[config.mk]
export PLATFORM = sky130hd
export DESIGN_NAME = river_crossing_game
export DESIGN_NICKNAME = d
export VERILOG_FILES = /design/src/rtl/river_pkg.sv /design/src/rtl/crossing_safety_check.sv /design/src/rtl/river_crossing_game.sv
export SDC_FILE = /design/constraint.sdc
export NUM_CORES = 1
export LEC_CHECK = 0
export BUFFER_PORTS_ARGS = -buffer_cell sky130_fd_sc_hd__buf_2
export CORE_ASPECT_RATIO = 1.5
export CORE_UTILIZATION = 25
export CTS_CLUSTER_SIZE = 20
export DETAILED_ROUTE_END_ITERATION = 10
export PLACE_DENSITY = 0.5
export RECOVER_POWER = 25
export SLEW_MARGIN = 20
export SYNTH_ARGS = -nofsm -noshare
export SYNTH_HDL_FRONTEND = slang
export SYNTH_HIERARCHICAL = 1
export SYNTH_SLANG_ARGS = --single-unit
[constraint.sdc]
create_clock -name clk -period 5.2 [get_ports clk]
set_input_delay 1.04 -clock clk [delete_from_list [all_inputs] [get_ports clk]]
set_output_delay 1.04 -clock clk [all_outputs]
set_load 0.1 [all_outputs]
[src/rtl/river_pkg.sv]
// Shared definitions for the river crossing game: state and move encodings,
// bank bit positions, and helpers that decode a move request.
package river_pkg;

  typedef enum logic [1:0] {
    ST_PLAY = 2'b00,
    ST_WON  = 2'b01,
    ST_LOST = 2'b10
  } state_e;

  typedef enum logic [1:0] {
    SEL_FARMER  = 2'd0,
    SEL_CABBAGE = 2'd1,
    SEL_GOAT    = 2'd2,
    SEL_WOLF    = 2'd3
  } move_sel_e;

  localparam int FARMER  = 3;
  localparam int CABBAGE = 2;
  localparam int GOAT    = 1;
  localparam int WOLF    = 0;

  // Bits that flip when the move is carried out; the farmer always rows.
  function automatic logic [3:0] move_mask(input logic [1:0] sel);
    logic [3:0] mask;
    mask = '0;
    mask[FARMER] = 1'b1;
    case (move_sel_e'(sel))
      SEL_CABBAGE: mask[CABBAGE] = 1'b1;
      SEL_GOAT:    mask[GOAT]    = 1'b1;
      SEL_WOLF:    mask[WOLF]    = 1'b1;
      default:     ;
    endcase
    return mask;
  endfunction

  function automatic logic move_legal(input logic [3:0] pos, input logic [1:0] sel);
    logic legal;
    case (move_sel_e'(sel))
      SEL_CABBAGE: legal = (pos[CABBAGE] == pos[FARMER]);
      SEL_GOAT:    legal = (pos[GOAT]    == pos[FARMER]);
      SEL_WOLF:    legal = (pos[WOLF]    == pos[FARMER]);
      default:     legal = 1'b1;
    endcase
    return legal;
  endfunction

endpackage

[src/rtl/crossing_safety_check.sv]
// Combinational safety/win evaluation of a 4-bit {farmer,cabbage,goat,wolf}
// position; shared between the game core and the display logic.
module crossing_safety_check
  import river_pkg::*;
(
  input  logic [3:0] pos_i,
  output logic       unsafe_o,
  output logic       all_across_o
);

  assign unsafe_o = ((pos_i[GOAT] == pos_i[CABBAGE]) && (pos_i[GOAT] != pos_i[FARMER])) ||
                    ((pos_i[GOAT] == pos_i[WOLF])    && (pos_i[GOAT] != pos_i[FARMER]));

  assign all_across_o = &pos_i;

endmodule

[src/rtl/river_crossing_game.sv]
// Registered river crossing game: one move per handshake, legality, safety,
// win and move-limit tracking. Define RIVER_UNDO_EN for one-deep undo support.
module river_crossing_game
  import river_pkg::*;
#(
  parameter int MAX_MOVES = 15,
  parameter int CNT_W     = 4
) (
  input  logic             clk,
  input  logic             rst_n,
  input  logic             move_valid,
  input  logic [1:0]       move_sel,
  input  logic             restart,
`ifdef RIVER_UNDO_EN
  input  logic             undo,
  output logic             undo_avail,
`endif
  output logic             move_ready,
  output logic [3:0]       pos,
  output logic             alarm,
  output logic [1:0]       state,
  output logic             illegal,
  output logic             timeout,
  output logic [CNT_W-1:0] move_cnt
);

  state_e           state_q, state_d;
  logic [3:0]       pos_q, pos_d;
  logic [CNT_W-1:0] cnt_q, cnt_d;
  logic             alarm_q, alarm_d;
  logic             illegal_q, illegal_d;
  logic             timeout_q, timeout_d;

  logic             move_fire;
  logic             move_ok;
  logic [3:0]       moved_pos;
  logic [3:0]       eval_pos;
  logic [CNT_W-1:0] cnt_inc;
  logic             eval_unsafe;
  logic             eval_won;

  assign move_fire = move_valid && (state_q == ST_PLAY);
  assign move_ok   = move_legal(pos_q, move_sel);
  assign moved_pos = pos_q ^ move_mask(move_sel);
  assign cnt_inc   = cnt_q + CNT_W'(1);

`ifdef RIVER_UNDO_EN
  logic [3:0]       hist_pos_q, hist_pos_d;
  logic [CNT_W-1:0] hist_cnt_q, hist_cnt_d;
  logic             hist_vld_q, hist_vld_d;
  logic             undo_fire;

  // A timeout loss is final; only a loss caused by an unsafe bank can be undone.
  assign undo_fire  = undo && hist_vld_q &&
                      ((state_q == ST_PLAY) || ((state_q == ST_LOST) && !timeout_q));
  assign eval_pos   = undo_fire ? hist_pos_q : moved_pos;
  assign undo_avail = hist_vld_q;
`else
  assign eval_pos = moved_pos;
`endif

  crossing_safety_check u_safety (
    .pos_i        (eval_pos),
    .unsafe_o     (eval_unsafe),
    .all_across_o (eval_won)
  );

  always_comb begin
    state_d   = state_q;
    pos_d     = pos_q;
    cnt_d     = cnt_q;
    alarm_d   = alarm_q;
    illegal_d = 1'b0;
    timeout_d = timeout_q;
`ifdef RIVER_UNDO_EN
    hist_pos_d = hist_pos_q;
    hist_cnt_d = hist_cnt_q;
    hist_vld_d = hist_vld_q;
`endif
    if (restart) begin
      state_d   = ST_PLAY;
      pos_d     = '0;
      cnt_d     = '0;
      alarm_d   = 1'b0;
      timeout_d = 1'b0;
`ifdef RIVER_UNDO_EN
      hist_vld_d = 1'b0;
`endif
    end
`ifdef RIVER_UNDO_EN
    else if (undo_fire) begin
      state_d    = ST_PLAY;
      pos_d      = hist_pos_q;
      cnt_d      = hist_cnt_q;
      alarm_d    = eval_unsafe;
      timeout_d  = 1'b0;
      hist_vld_d = 1'b0;
    end
`endif
    else if (move_fire) begin
      if (move_ok) begin
        pos_d   = moved_pos;
        cnt_d   = cnt_inc;
        alarm_d = eval_unsafe;
`ifdef RIVER_UNDO_EN
        hist_pos_d = pos_q;
        hist_cnt_d = cnt_q;
        hist_vld_d = 1'b1;
`endif
        // Win beats an unsafe bank, which beats running out of moves.
        if (eval_won) begin
          state_d = ST_WON;
        end else if (eval_unsafe) begin
          state_d   = ST_LOST;
          timeout_d = 1'b0;
        end else if (cnt_inc == CNT_W'(MAX_MOVES)) begin
          state_d   = ST_LOST;
          timeout_d = 1'b1;
        end
      end else begin
        illegal_d = 1'b1;
      end
    end
  end

  always_ff @(posedge clk or negedge rst_n) begin
    if (!rst_n) begin
      state_q   <= ST_PLAY;
      pos_q     <= '0;
      cnt_q     <= '0;
      alarm_q   <= 1'b0;
      illegal_q <= 1'b0;
      timeout_q <= 1'b0;
`ifdef RIVER_UNDO_EN
      hist_pos_q <= '0;
      hist_cnt_q <= '0;
      hist_vld_q <= 1'b0;
`endif
    end else begin
      state_q   <= state_d;
      pos_q     <= pos_d;
      cnt_q     <= cnt_d;
      alarm_q   <= alarm_d;
      illegal_q <= illegal_d;
      timeout_q <= timeout_d;
`ifdef RIVER_UNDO_EN
      hist_pos_q <= hist_pos_d;
      hist_cnt_q <= hist_cnt_d;
      hist_vld_q <= hist_vld_d;
`endif
    end
  end

  assign move_ready = (state_q == ST_PLAY);
  assign pos        = pos_q;
  assign alarm      = alarm_q;
  assign state      = state_q;
  assign illegal    = illegal_q;
  assign timeout    = timeout_q;
  assign move_cnt   = cnt_q;

endmodule

==> results_dict.tcl, run 1 <==
set metrics [dict create \
    holdPathEnd "alarm$_DFFE_PN0P_" \
    period_minus_slack_ns 2.63 \
    hold_path_depth 2 \
    p_leak_nw 0.490 \
    drive_above_1_share 0.243 \
    p_comb_frac 0.464 \
    grt_remaining_overflow 0 \
    synth_warnings 6 \
    drt-total-wl_um 2150 \
    gp_congestion 0.806 \
    drtIter0Drc 13 \
    synth_area_um2 845 \
    antenna_left 0 \
    r2r-end "move_cnt[3]$_DFFE_PN0P_" \
    r2r-start "pos[0]$_DFFE_PN0P_" \
    grt_pass1_vias 780 \
    critPathRequiredTime_ns 5.32 \
    worstHoldStart "alarm$_DFFE_PN0P_" \
    port_buffers 19 \
    fmax_mhz 380 \
    cts.clk_slew.worst_paths_ns 0.06 \
    fin_tns_setup_ns 0 \
    finalHoldViolCount 0 \
    postSynthCellCount 91 \
    yosysTopAreaCell "dfrtp_1" \
    nets 123 \
    synthArstFlopShare 1.00 \
    hold_class "register to register" \
    fp.dieArea_um2 3620 \
    netlist-cell-type-count 36 \
    cts.path.max_buffers 2 \
    p_switching_uw 199 \
    design.portCount 20 \
    fin_cells 151 \
    max_cap_violations 0 \
    finalPower_uw 403 \
    finalMaxSlewViolations 0 \
    firstDrtPassIters 4 \
    pwr_density_cell_nw_per_um2 395 \
    dpl.hpwl_um 1580 \
    reg2regPathDepth 5 \
    cts_hold_buf 0 \
    start_util 0.265 \
    fin_worst_skew_ns 0.00328 \
    netSwitchingFraction 0.492 \
    setup_violations 0 \
    syn_area_per_cell_um2 9.28 \
    synth-seq-area-share 0.385 \
    dieWidth_um 49.5 \
    min_period_over_period 0.506 \
    cts_buffers 3 \
    status "complete, no violations" \
    worstSetupEndpointType "register" \
    worstPathArrival_ns 2.76 \
    drc 0 \
    fin_ws_ns 2.57 \
    startpoint "move_sel[1]" \
    antenna_cells 0 \
    crit_type "input pin to register" \
    vias 776 \
    viasPerCell 5.14 \
    cts_resized 0 \
    top_usage_layer "met2" \
    vdd_drop_max_mv 0.154 \
    synth_fp_nets 102 \
    seqPwrFrac 0.308 \
    fp.coreArea_um2 3190 \
    synth-edff-count 0 \
    clock-sinks 13 \
    grt_use_total 0.132 \
    dp_slack_ns 2.32 \
    grt_pass1_wl_um 3570 \
    dp_cells 147 \
    die_y_um 73.2 \
    cp-start-kind "input pin" \
    worstPathMaxFanout 7 \
    post-cts-setup-buffers 0 \
    grt_max_degree 15 \
    power_frac_clock 0.228 \
    wl_per_cell_um 14.2 \
    use_met2 0.231 \
    insertion_delay_ns 0.24 \
    met3_usage 0.0229 \
    internal_power_uw 205 \
    met1_usage 0.149 \
    rrSetupSlack_ns 3.24 \
    h-tree-depth 1 \
    slew_headroom 0.476 \
    yosys_most_used_dff "dfrtp_1" \
    ys_top_cells_by_area "dfrtp_1 (39%), ha_1 (7.4%), o21ai_0 (4.1%)" \
    cts_tree "built" \
    antenna_found_initial 0 \
    tightest_slew_ns 0.786 \
    rows 25 \
    cts-root-buf "clkbuf_8" \
    holdWs_ns 0.541 \
    ys_ff_latch 13 \
    area_delta_synth_final_pct 20.9 \
    rsz0062_at_grt "no" \
    yosys.area.top_type_share 0.385 \
]
## kinds of logic (layout without fill, tap and decap cells)
| family | count (synthesis) | after routing | synth area share |
|---|---|---|---|
| muxes | 1 | 1 | 0.0133 |
| xor gates and xnor gates | 5 | 5 | 0.0518 |
| AOI/OAI and AO/OA | 25 | 25 | 0.210 |
| DFF | 13 | 13 | 0.385 |
| buffers and inverters | 11 | 31 | 0.0504 |
| adders and majority gates | 5 | 5 | 0.0741 |
| and+or+nand+nor | 31 | 31 | 0.215 |
## cell usage after synthesis, types with 2 or more instances
| cell type | instances |
|---|---|
| nor3_1 | 2 |
| clkbuf_1 | 2 |
| nor2_1 | 5 |
| nand3_1 | 4 |
| o21ai_0 | 7 |
| dfrtp_1 | 13 |
| inv_1 | 8 |
| nor2b_1 | 3 |
| a21oi_1 | 4 |
| and2_1 | 2 |
| a31oi_1 | 3 |
| nand2_1 | 3 |
| ha_1 | 5 |
| nand4_1 | 5 |
| xor2_1 | 4 |
## cell usage in the layout (no fill, tap or decap)
cell type	count
ha_1	5
mux2_1	1
nor2b_1	3
a32oi_2	1
a311oi_1	1
o21a_1	1
or2_2	1
a21oi_1	4
nand3_1	4
nor3_2	1
or3_4	1
nand4b_1	1
nand4_1	5
nor3_1	2
inv_1	8
o211a_1	1
clkbuf_8	3
o311ai_1	1
and3_1	1
clkbuf_1	2
nand2_1	3
o21ai_2	1
or3b_1	1
o21ai_0	7
a41oi_1	1
dfrtp_1	13
xor2_1	4
a31o_1	1
a32o_2	1
nor2_1	5
a22oi_1	1
a31oi_1	3
and2_1	2
o211ai_1	1
nor3b_1	1
xnor2_1	1
buf_2	18
## critical path, stage by stage
cell and delay [ns]:
buf_2 0.14, and2_1 0.16, ha_1 0.18, or3_4 0.40, a32o_2 0.32, nor3_2 0.18, mux2_1 0.33
## power groups by stage
| stage | Clock, mW | Sequential (mW) | Combinational (mW) |
|---|---|---|---|
| 2_1_floorplan | 0 | 0.201 | 0.0780 |
| 3_3_place_gp | 0 | 0.126 | 0.186 |
| 3_5_place_dp | 0 | 0.126 | 0.187 |
| 4_1_cts | 0.0970 | 0.124 | 0.188 |
| 5_1_grt | 0.100 | 0.127 | 0.197 |
| 6_report | 0.0920 | 0.124 | 0.187 |
## registers in the layout, indices dropped and copies added, names as in the netlist
name      cells
move_cnt      4
pos           4
state         2
alarm         1
illegal       1
timeout       1
## final cells by class
type	count	area, um2
clock buffer	4	45.0
fill	350	2170
inverter	8	30.0
multi-input combinational	67	477
sequential	13	325
tap	40	50.0
timing repair buffer	19	93.8
## layer usage
| metal | wire length (um) | part of all wire | up-vias |
|---|---|---|---|
| met3 | 65 | 0.030 | 4 |
| li1 | - | - | 374 |
| met2 | 1120 | 0.52 | 15 |
| met1 | 923 | 0.43 | 383 |
| met4 | 46 | 0.021 | 0 |
| met5 | 0 | 0 | - |
## stage by stage
stage           util  cell area (um2)
2_1_floorplan      -              845
3_3_place_gp   0.306              977
3_5_place_dp   0.306              977
4_1_cts        0.320             1020
5_1_grt        0.320             1020
6_report       0.320             1020
## how the worst max path moves through the flow
stage,slack [ns],to
3_5_place_dp,2.32,move_cnt[3]$_DFFE_PN0P_
2_1_floorplan,1.97,move_ready
5_1_grt,2.49,timeout$_DFFE_PN0P_
6_report,2.57,move_cnt[3]$_DFFE_PN0P_
4_1_cts,2.57,timeout$_DFFE_PN0P_
3_3_place_gp,2.34,move_cnt[3]$_DFFE_PN0P_
No activity file was read; power rests on OpenSTA's default activity.
==> run 2: changes to the inputs <==
==> constraint.sdc (replaced) <==
create_clock -name clk -period 2.65 [get_ports clk]
set_input_delay 0.53 -clock clk [delete_from_list [all_inputs] [get_ports clk]]
set_output_delay 0.53 -clock clk [all_outputs]
set_load 0.1 [all_outputs]
==> results_dict.tcl, run 2 (synthesis gave the netlist of run 1 again) <==
set metrics [dict create \
    hold_class "input pin to async pin" \
    grt_remaining_overflow 0 \
    finalMaxSlewViolations 0 \
    design.portCount 20 \
    cts.path.max_buffers 2 \
    grt_use_total 0.131 \
    dpl.hpwl_um 1630 \
    fin_worst_skew_ns 0.00143 \
    cts_hold_buf 0 \
    max_cap_violations 0 \
    fp.coreArea_um2 3190 \
    cts_resized 0 \
    tightest_slew_ns 0.758 \
    p_switching_uw 393 \
    r2r-start "pos[0]$_DFFE_PN0P_" \
    grt_pass1_wl_um 3620 \
    fmax_mhz 468 \
    die_y_um 73.2 \
    fill_cells 351 \
    period_minus_slack_ns 2.14 \
    startpoint "move_sel[1]" \
    worstPathMaxFanout 7 \
    nets 124 \
    status "complete, no violations" \
    port_buffers 19 \
    setup_violations 0 \
    grt_max_degree 15 \
    grt_pass1_vias 786 \
    met3_usage 0.0125 \
    antenna_cells 0 \
    cp-start-kind "input pin" \
    fin_tns_setup_ns 0 \
    cts_buffers 3 \
    min_period_over_period 0.806 \
    critPathRequiredTime_ns 2.77 \
    pwr_density_cell_nw_per_um2 777 \
    drt-total-wl_um 2170 \
    h-tree-depth 1 \
    dieWidth_um 49.5 \
    p_comb_frac 0.473 \
    drtIter0Drc 10 \
    rsz0062_at_grt "no" \
    wl_per_cell_um 14.3 \
    vdd_drop_max_mv 0.335 \
    worstPathArrival_ns 2.26 \
    worstSetupEndpointType "register" \
    rrSetupSlack_ns 0.68 \
    max_stage_delay_ns 0.40 \
    post-cts-setup-buffers 0 \
    area_delta_synth_final_pct 22.7 \
    start_util 0.265 \
    viasPerCell 5.11 \
    layout_commonest_cell "buf_2" \
    cts_tree "built" \
    rows 25 \
    seqPwrFrac 0.306 \
    gp_congestion 0.854 \
    clock-sinks 13 \
    cts-root-buf "clkbuf_8" \
    fp.dieArea_um2 3620 \
    crit_chain "buf_2 -> and2_1 -> ha_1 -> or3_4 -> a32o_2 -> nor3_2 -> mux2_1" \
    use_met2 0.234 \
    finalPower_uw 805 \
    top_usage_layer "met2" \
    antenna_left 0 \
    drive_above_1_share 0.259 \
    antenna_found_initial 0 \
    power_frac_clock 0.221 \
    p_leak_nw 0.497 \
    vias 776 \
    drc 0 \
    firstDrtPassIters 4 \
    cts.clk_slew.worst_paths_ns 0.06 \
    finalHoldViolCount 0 \
    most-common-layout-cells "buf_2 (18), dfrtp_1 (13), inv_1 (8)" \
    critPathSlowestCell "or3_4" \
    slew_headroom 0.495 \
    internal_power_uw 412 \
    met1_usage 0.154 \
    netSwitchingFraction 0.488 \
    reg2regPathDepth 5 \
    crit_type "input pin to register" \
    insertion_delay_ns 0.24 \
]
-- run 2: cell types whose count changed in the layout (fill, tap and decap cells not counted), sizes merged --
cell	before	now
buf	18	19
-- run 2: worst paths after layout --
kind,to
max,move_cnt[3]$_DFFE_PN0P_
min,timeout$_DFFE_PN0P_
max reg2reg,move_cnt[3]$_DFFE_PN0P_
min reg2reg,alarm$_DFFE_PN0P_
max in group asynchronous,pos[3]$_DFFE_PN0P_
min in group clk,alarm$_DFFE_PN0P_
-- run 2: critical path, delay by kind of cell --
family,cells,cell delay [ns]
buffers and inverters,1,0.14
AO/OA/AOI/OAI,1,0.33
adder cells (fa/ha/maj),1,0.19
AND/OR/NAND/NOR,3,0.76
multiplexers,1,0.33
-- run 2: power groups by stage --
stage          sequential (mW)  combinational (mW)  clock, mW
2_1_floorplan            0.396               0.156          0
3_3_place_gp             0.249               0.379          0
3_5_place_dp             0.250               0.382          0
4_1_cts                  0.246               0.382      0.181
5_1_grt                  0.250               0.405      0.188
6_report                 0.246               0.381      0.178
-- run 2: metrics by stage --
step	std cells	util	area [um2]	hold slack, ns	setup WS, ns
after global placement	148	0.311	992	0.445	0.295
after CTS	152	0.325	1040	0.190	0.505
after floorplan	91	-	852	0.234	0.208
final	152	0.325	1040	0.334	0.513
after detailed placement	148	0.311	992	0.448	0.254
after global routing	152	0.325	1040	0.399	0.418
-- run 2: cell type report --
class                      count  area, um2  area share
inverter                       8       30.0      0.0290
tap                           40       50.0      0.0483
clock buffer                   4       45.0      0.0435
sequential                    13        325       0.314
timing repair buffer          20        101      0.0978
multi-input combinational     67        484       0.467
-- run 2: metal layers --
metal	share of wire	routed length (um)
met1	0.45	977
met2	0.52	1130
met3	0.017	36
met4	0.011	23
met5	0	0
